**src/rtl/wb_port_arbiter_pkg.sv**
```systemverilog
// -----------------------------------------------------------------------------
// wb_port_arbiter_pkg
//   Shared definitions for the register-file write-port arbiter:
//   architectural register constants, default exception remap values, and the
//   FIFO entry layout used for parked mult/div results.
// -----------------------------------------------------------------------------
package wb_port_arbiter_pkg;

    localparam logic [4:0]  REG_ZERO     = 5'd0;
    localparam logic [4:0]  REG_RA       = 5'd31;
    localparam logic [4:0]  DEF_EXC_REG  = 5'd30;
    localparam logic [31:0] DEF_EXC_CODE = 32'd4;

    // One parked mult/div result. valid=0 marks a squashed (or r0) result that
    // still occupies its slot until it is popped.
    typedef struct packed {
        logic        valid;
        logic [4:0]  rd;
        logic [31:0] data;
    } wb_entry_t;

    // True when an entry is a live pending write to a real register r.
    function automatic logic entry_hits(input wb_entry_t e, input logic [4:0] r);
        return e.valid && (e.rd == r) && (r != REG_ZERO);
    endfunction

endpackage

```
**src/rtl/wb_result_fifo.sv**
```systemverilog
// -----------------------------------------------------------------------------
// wb_result_fifo
//   Circular buffer of parked mult/div results with per-entry squash by
//   destination register and two combinational match-query ports.
//
//   Ports:
//     clock, reset                 clock / async active-high reset
//     i_push, i_push_valid/reg/data  write one entry at the tail
//     i_pop                        drop the head entry
//     i_squash_en, i_squash_reg    clear valid of every entry writing that reg
//     i_query_a_reg, i_query_b_reg hazard query registers
//     o_query_a_hit, o_query_b_hit live entry exists for the queried register
//     o_head_valid/reg/data        current head entry
//     o_count, o_empty, o_full     occupancy (invalid entries included)
// -----------------------------------------------------------------------------
module wb_result_fifo
    import wb_port_arbiter_pkg::*;
#(
    parameter int DEPTH = 2
) (
    input  logic                     clock,
    input  logic                     reset,
    input  logic                     i_push,
    input  logic                     i_push_valid,
    input  logic [4:0]               i_push_reg,
    input  logic [31:0]              i_push_data,
    input  logic                     i_pop,
    input  logic                     i_squash_en,
    input  logic [4:0]               i_squash_reg,
    input  logic [4:0]               i_query_a_reg,
    input  logic [4:0]               i_query_b_reg,
    output logic                     o_query_a_hit,
    output logic                     o_query_b_hit,
    output logic                     o_head_valid,
    output logic [4:0]               o_head_reg,
    output logic [31:0]              o_head_data,
    output logic [$clog2(DEPTH):0]   o_count,
    output logic                     o_empty,
    output logic                     o_full
);

    localparam int PW = $clog2(DEPTH);
    localparam int CW = PW + 1;

    wb_entry_t         r_mem [DEPTH];
    logic [PW-1:0]     r_wr_ptr;
    logic [PW-1:0]     r_rd_ptr;
    logic [CW-1:0]     r_count;

    logic              w_do_push;
    logic              w_do_pop;
    wb_entry_t         w_push_entry;
    logic              w_hit_a;
    logic              w_hit_b;

    assign o_empty = (r_count == '0);
    assign o_full  = (r_count == CW'(DEPTH));
    assign o_count = r_count;

    // Guards keep the pointers coherent even if a caller misbehaves; a push
    // into a full buffer is only allowed when the head leaves the same cycle.
    assign w_do_pop  = i_pop && !o_empty;
    assign w_do_push = i_push && (!o_full || w_do_pop);

    assign w_push_entry = '{valid: i_push_valid, rd: i_push_reg, data: i_push_data};

    assign o_head_valid = r_mem[r_rd_ptr].valid;
    assign o_head_reg   = r_mem[r_rd_ptr].rd;
    assign o_head_data  = r_mem[r_rd_ptr].data;

    // Popped slots have their valid bit cleared, so a set valid bit always
    // means "occupied and live" and the queries need no occupancy mask.
    always_comb begin
        w_hit_a = 1'b0;
        w_hit_b = 1'b0;
        for (int i = 0; i < DEPTH; i++) begin
            if (entry_hits(r_mem[i], i_query_a_reg)) w_hit_a = 1'b1;
            if (entry_hits(r_mem[i], i_query_b_reg)) w_hit_b = 1'b1;
        end
    end

    assign o_query_a_hit = w_hit_a;
    assign o_query_b_hit = w_hit_b;

    always_ff @(posedge clock or posedge reset) begin
        if (reset) begin
            r_wr_ptr <= '0;
            r_rd_ptr <= '0;
            r_count  <= '0;
            for (int i = 0; i < DEPTH; i++) begin
                r_mem[i] <= '0;
            end
        end else begin
            for (int i = 0; i < DEPTH; i++) begin
                if (i_squash_en && (r_mem[i].rd == i_squash_reg)) begin
                    r_mem[i].valid <= 1'b0;
                end
            end
            if (w_do_pop) begin
                r_mem[r_rd_ptr].valid <= 1'b0;
                r_rd_ptr              <= r_rd_ptr + 1'b1;
            end
            // Placed after the pop so a full-buffer push into the slot being
            // vacated wins over the pop's valid clear.
            if (w_do_push) begin
                r_mem[r_wr_ptr] <= w_push_entry;
                r_wr_ptr        <= r_wr_ptr + 1'b1;
            end
            if (w_do_push && !w_do_pop) begin
                r_count <= r_count + 1'b1;
            end else if (!w_do_push && w_do_pop) begin
                r_count <= r_count - 1'b1;
            end
        end
    end

endmodule

```
**src/rtl/wb_port_arbiter.sv**
```systemverilog
// -----------------------------------------------------------------------------
// wb_port_arbiter
//   Shares the register-file write port between the pipeline writeback stage
//   (always wins) and the mult/div unit, whose results park in a small FIFO
//   and drain into idle writeback slots. Also answers decode hazard queries
//   against pending mult/div writes and squashes stale mult/div results when
//   a younger pipeline instruction writes the same register.
//
//   Ports:
//     clock, reset            clock / async active-high reset
//     wb_wren/reg/data        pipeline writeback request
//     md_valid/reg/data       mult/div result offer
//     md_exception            result is an exception (remapped to EXC_REG)
//     md_stall                FIFO full; mult/div holds its result
//     rf_wren/reg/data        registered register-file write
//     query_a/b_reg, _hit     hazard queries against pending FIFO entries
//     pending_count           occupied FIFO slots
//
//   Handshake: a mult/div result transfers on any cycle with md_valid=1 and
//   md_stall=0. While md_stall=1 nothing transfers and the mult/div unit must
//   keep md_valid/md_reg/md_data/md_exception stable. md_stall depends only
//   on registered occupancy, never on this cycle's inputs.
// -----------------------------------------------------------------------------
module wb_port_arbiter
    import wb_port_arbiter_pkg::*;
#(
    parameter int          DEPTH    = 2,
    parameter logic [4:0]  EXC_REG  = DEF_EXC_REG,
    parameter logic [31:0] EXC_CODE = DEF_EXC_CODE
) (
    input  logic                     clock,
    input  logic                     reset,
    input  logic                     wb_wren,
    input  logic [4:0]               wb_reg,
    input  logic [31:0]              wb_data,
    input  logic                     md_valid,
    input  logic [4:0]               md_reg,
    input  logic [31:0]              md_data,
    input  logic                     md_exception,
    output logic                     md_stall,
    output logic                     rf_wren,
    output logic [4:0]               rf_reg,
    output logic [31:0]              rf_data,
    input  logic [4:0]               query_a_reg,
    input  logic [4:0]               query_b_reg,
    output logic                     query_a_hit,
    output logic                     query_b_hit,
    output logic [$clog2(DEPTH):0]   pending_count
);

    logic        w_pw;
    logic [4:0]  w_md_reg;
    logic [31:0] w_md_data;
    logic        w_md_acc;
    logic        w_fifo_empty;
    logic        w_fifo_full;
    logic        w_head_valid;
    logic [4:0]  w_head_reg;
    logic [31:0] w_head_data;

    logic        w_sel_pop;
    logic        w_sel_bypass;
    logic        w_push;
    logic        w_push_valid;
    logic        w_wr_en;
    logic [4:0]  w_wr_reg;
    logic [31:0] w_wr_data;

    // Writes to r0 are architecturally void, so they never claim the port.
    assign w_pw = wb_wren && (wb_reg != REG_ZERO);

    assign w_md_reg  = md_exception ? EXC_REG  : md_reg;
    assign w_md_data = md_exception ? EXC_CODE : md_data;

    assign md_stall = w_fifo_full;
    assign w_md_acc = md_valid && !w_fifo_full;

    // Priority: pipeline, then FIFO head, then direct bypass of a fresh
    // mult/div result. Bypass is only legal with an empty FIFO so results
    // never overtake older parked ones.
    always_comb begin
        w_sel_pop    = 1'b0;
        w_sel_bypass = 1'b0;
        w_wr_en      = 1'b0;
        w_wr_reg     = wb_reg;
        w_wr_data    = wb_data;
        if (w_pw) begin
            w_wr_en = 1'b1;
        end else if (!w_fifo_empty) begin
            w_sel_pop = 1'b1;
            w_wr_en   = w_head_valid;
            w_wr_reg  = w_head_reg;
            w_wr_data = w_head_data;
        end else if (w_md_acc && (w_md_reg != REG_ZERO)) begin
            w_sel_bypass = 1'b1;
            w_wr_en      = 1'b1;
            w_wr_reg     = w_md_reg;
            w_wr_data    = w_md_data;
        end
    end

    // A mult/div result is always older than the instruction writing back
    // now, so a same-register pipeline write makes it stale on arrival.
    assign w_push       = w_md_acc && !w_sel_bypass;
    assign w_push_valid = (w_md_reg != REG_ZERO) && !(w_pw && (w_md_reg == wb_reg));

    wb_result_fifo #(
        .DEPTH (DEPTH)
    ) u_fifo (
        .clock         (clock),
        .reset         (reset),
        .i_push        (w_push),
        .i_push_valid  (w_push_valid),
        .i_push_reg    (w_md_reg),
        .i_push_data   (w_md_data),
        .i_pop         (w_sel_pop),
        .i_squash_en   (w_pw),
        .i_squash_reg  (wb_reg),
        .i_query_a_reg (query_a_reg),
        .i_query_b_reg (query_b_reg),
        .o_query_a_hit (query_a_hit),
        .o_query_b_hit (query_b_hit),
        .o_head_valid  (w_head_valid),
        .o_head_reg    (w_head_reg),
        .o_head_data   (w_head_data),
        .o_count       (pending_count),
        .o_empty       (w_fifo_empty),
        .o_full        (w_fifo_full)
    );

    // rf_reg/rf_data keep their last written value on idle cycles.
    always_ff @(posedge clock or posedge reset) begin
        if (reset) begin
            rf_wren <= 1'b0;
            rf_reg  <= '0;
            rf_data <= '0;
        end else begin
            rf_wren <= w_wr_en;
            if (w_wr_en) begin
                rf_reg  <= w_wr_reg;
                rf_data <= w_wr_data;
            end
        end
    end

endmodule
```
**config.mk**
```make
export PLATFORM = sky130hd
export DESIGN_NAME = wb_port_arbiter
export DESIGN_NICKNAME = d
export VERILOG_FILES = /design/src/rtl/wb_port_arbiter_pkg.sv /design/src/rtl/wb_result_fifo.sv /design/src/rtl/wb_port_arbiter.sv
export SDC_FILE = /design/constraint.sdc
export NUM_CORES = 1
export LEC_CHECK = 0
export BUFFER_PORTS_ARGS = -buffer_cell sky130_fd_sc_hd__buf_2
export CAP_MARGIN = 10
export CORE_UTILIZATION = 53
export CTS_BUF_LIST = sky130_fd_sc_hd__clkbuf_8
export DETAILED_ROUTE_END_ITERATION = 16
export GPL_ROUTABILITY_DRIVEN = 0
export PLACE_DENSITY = 0.89
export REMOVE_ABC_BUFFERS = 1
export SYNTH_ARGS = -nofsm -noshare
export SYNTH_HDL_FRONTEND = slang
export SYNTH_HIERARCHICAL = 1
export SYNTH_SLANG_ARGS = --single-unit
```
**constraint.sdc**
```tcl
create_clock -name clock -period 2.4 [get_ports clock]
set_clock_uncertainty 0.2 [all_clocks]
set_input_delay 0.12 -clock clock [delete_from_list [all_inputs] [get_ports clock]]
set_output_delay 0.12 -clock clock [all_outputs]
set_load 0.01 [all_outputs]
```
==> results.yml <==
drt:
  routed-via-count: 7329
  antenna_left: 0
  avgViaCountPerCell: 6.73
  drtIter0Drc: 790
  drc: 0
  drt-wirelength-per-cell_um: 21.7
  drt-total-wl_um: 23700
  first_pass_iters: 8
finish:
  fin_util_pct: 70.1
  fin_area_um2: 9430
  syn2layout_area_growth_pct: 27.0
  largest_register_ffs: 76
  nets: 991
  layout-drive-gt1-share_pct: 39.6
  layout_commonest_cell: "buf_2"
  nFillCells: 929
  n_antenna_cell: 0
  final_cell_mix: "buf_2, dfrtp_1, mux2_2"
global_route:
  grt_pass1_wl_um: 38000
  grt_max_degree: 81
  grtUsageTotal_pct: 33.8
  overflow: 0
  grt_pass1_vias: 7569
  antenna_found_initial: 0
pwr:
  seqPwrFrac_pct: 33.3
  pwr-share-comb_pct: 48.2
  intPower_w: 0.00643
  p_total_w: 0.0106
  netSwitchingFraction_pct: 39.3
  p_clk_share_pct: 18.5
  power_leakage_nw: 3.85
  pwr_density_cell_nw_per_um2: 1120
  power_switching_w: 0.00416
  peakVddDrop_uv: 619
clock_network:
  cts_buffers: 17
  cts_buffer_depth: 2
  cts-root-buf: "clkbuf_8"
  clkSinkCount: 118
  path_clk_slew_ns: 0.08
  clk_latency_ns: 0.44
  cts_tree: "done"
  htreeDepth: 4
sta:
  hold_violations: 0
  worst_pin_slew_ns: 0.964
  post-route-period-util_pct: 98.5
  max_freq_mhz: 423
  finalMaxSlewViolations: 0
  fin_crit_ns: 2.36
  final-setup-viol-count: 0
  slew_headroom_pct: 35.6
  holdWs_ns: 0.0119
yosys:
  synth_area_per_cell_um2: 10.3
  synthDistinctLibCells: 43
  synth_top_area_share_pct: 39.8
  synth_fa_ha_area_share_pct: 0.169
  synth-xor-area-share_pct: 4.72
  synthTopCellsByArea: "dfrtp_1, mux2_2, nand3_1, a41oi_2, a311o_1"
  yosys.area.top_type: "dfrtp_1"
  synth_compound_area_share_pct: 16.2
  yosys_warnings: 6
  seq_area_frac_synth_pct: 39.8
  syn_inst: 722
  synth_mux_area_share_pct: 17.1
  synth-seq-cells: 118
  synthArstFlopShare_pct: 100
  synth_top_family_by_area: "simple AND/OR/NAND/NOR gates"
  synthFlopType: "dfrtp_1"
  synth_edf_count: 0
  netlist_area_um2: 7420
  yosys.area_share.simple_pct: 17.2
min_path:
  hold_path.class: "in2reg"
run:
  maxCapViolations: 0
floorplan:
  dieArea_um2: 14500
  dieHeight_um: 120
  die_x_um: 120
  rows: 42
  io_pins: 132
  core_area_um2: 13500
  initial_core_util_pct: 55.2
setup_path:
  required_ns: 2.55
  crit_type: "reg2reg"
  worstSetupEndpointType: "flip-flop"
  cp-start-kind: "flip-flop"
  cp.arrival_ns: 2.51
  crit_fanout: 37
place:
  dpl_cell_area_um2: 8420
  dpl.hpwl_um: 14200
  port_buffers: 131
outcome:
  status: "finished, final reports clean"
==> logic make-up after synthesis <==
logic type               Yosys count
adder cells (fa/ha/maj)            1
AO/OA/AOI/OAI                    125
XOR/XNOR                          40
buffers and inverters             80
multiplexers                     113
AND/OR/NAND/NOR                  245
flip-flops                       118
==> critical path: stages (launching register included) <==
cell and delay (ns):
dfrtp_1 0.46, nor2b_1 0.19, nand2b_2 0.26, a211oi_4 0.26, buf_4 0.48, nor4_1 0.16
a41oi_2 0.26
==> final timing paths <==
check / from / endpoint / slack [ns] / depth (start not counted)
max: u_fifo/o_count[1] / rf_data[9] / 0.04 / 6
min: md_data[27] / u_fifo/r_mem[27] / 0.01 / 3
max reg2reg: u_fifo/o_count[1] / rf_data[9] / 0.04 / 6
min reg2reg: u_fifo/r_mem[31] / u_fifo/r_mem[31] / 0.31 / 1
max in group asynchronous: reset / rf_data[31] / 1.11 / 3
min in group asynchronous: reset / u_fifo/r_mem[47] / 0.15 / 3
==> metal layers <==
layer / routed length (µm) / global-route usage, %
met1: 8900 / 40.7
met2: 11300 / 55.4
met3: 2300 / 7.45
met4: 1140 / 20.7
met5: 0 / 0
==> synthesized netlist by cell type (4+ instances only) <==
library cell / count
nand2_1: 69
dfrtp_1: 118
buf_1: 5
a31oi_1: 5
inv_1: 4
a311o_1: 32
xnor2_1: 11
o211ai_1: 32
o2111ai_1: 4
buf_6: 6
nor4_1: 43
o21ai_0: 4
nor2b_1: 36
mux2_2: 112
nand3_1: 69
xor2_1: 29
nor2_1: 13
buf_2: 8
a41oi_1: 12
clkbuf_1: 53
a41oi_2: 20
==> per-stage QoR <==
stage / instances / TNS, ns / worst slack, ns
after floorplan: 649 / -311.18 / -2.86
after global placement: 1000 / -1.86 / -0.0746
after detailed placement: 1000 / -3.54 / -0.121
after CTS: 1088 / 0 / 0.0495
after global routing: 1089 / -0.0467 / -0.0147
final: 1089 / 0 / 0.0350
==> cell type report <==
cell class                 count  area, µm²  area share [%]
clock buffer                  21        289            3.06
clock inverter                10        128            1.35
inverter                       7       28.8           0.305
multi-input combinational    524       4180            44.3
sequential                   118       2950            31.3
tap                          176        220            2.34
timing repair buffer         233       1630            17.3
==> power by group through the flow <==
stage	Clock, W	Combinational [W]	Sequential [W]
global placement	0	0.00469	0.00345
global route	0.00206	0.00541	0.00361
floorplan	0	0.00296	0.00358
CTS	0.00194	0.00497	0.00348
detailed placement	0	0.00485	0.00350
finish	0.00196	0.00510	0.00353
==> repair_timing <==
item	4_1_cts	5_1_grt
endpoints found under the hold margin	151	0
buffers inserted	0	1
setup endpoints to repair	0	39
hold buffers	57	0
gates resized for setup	0	4
Note: power is estimated with default switching activity, not from simulation.
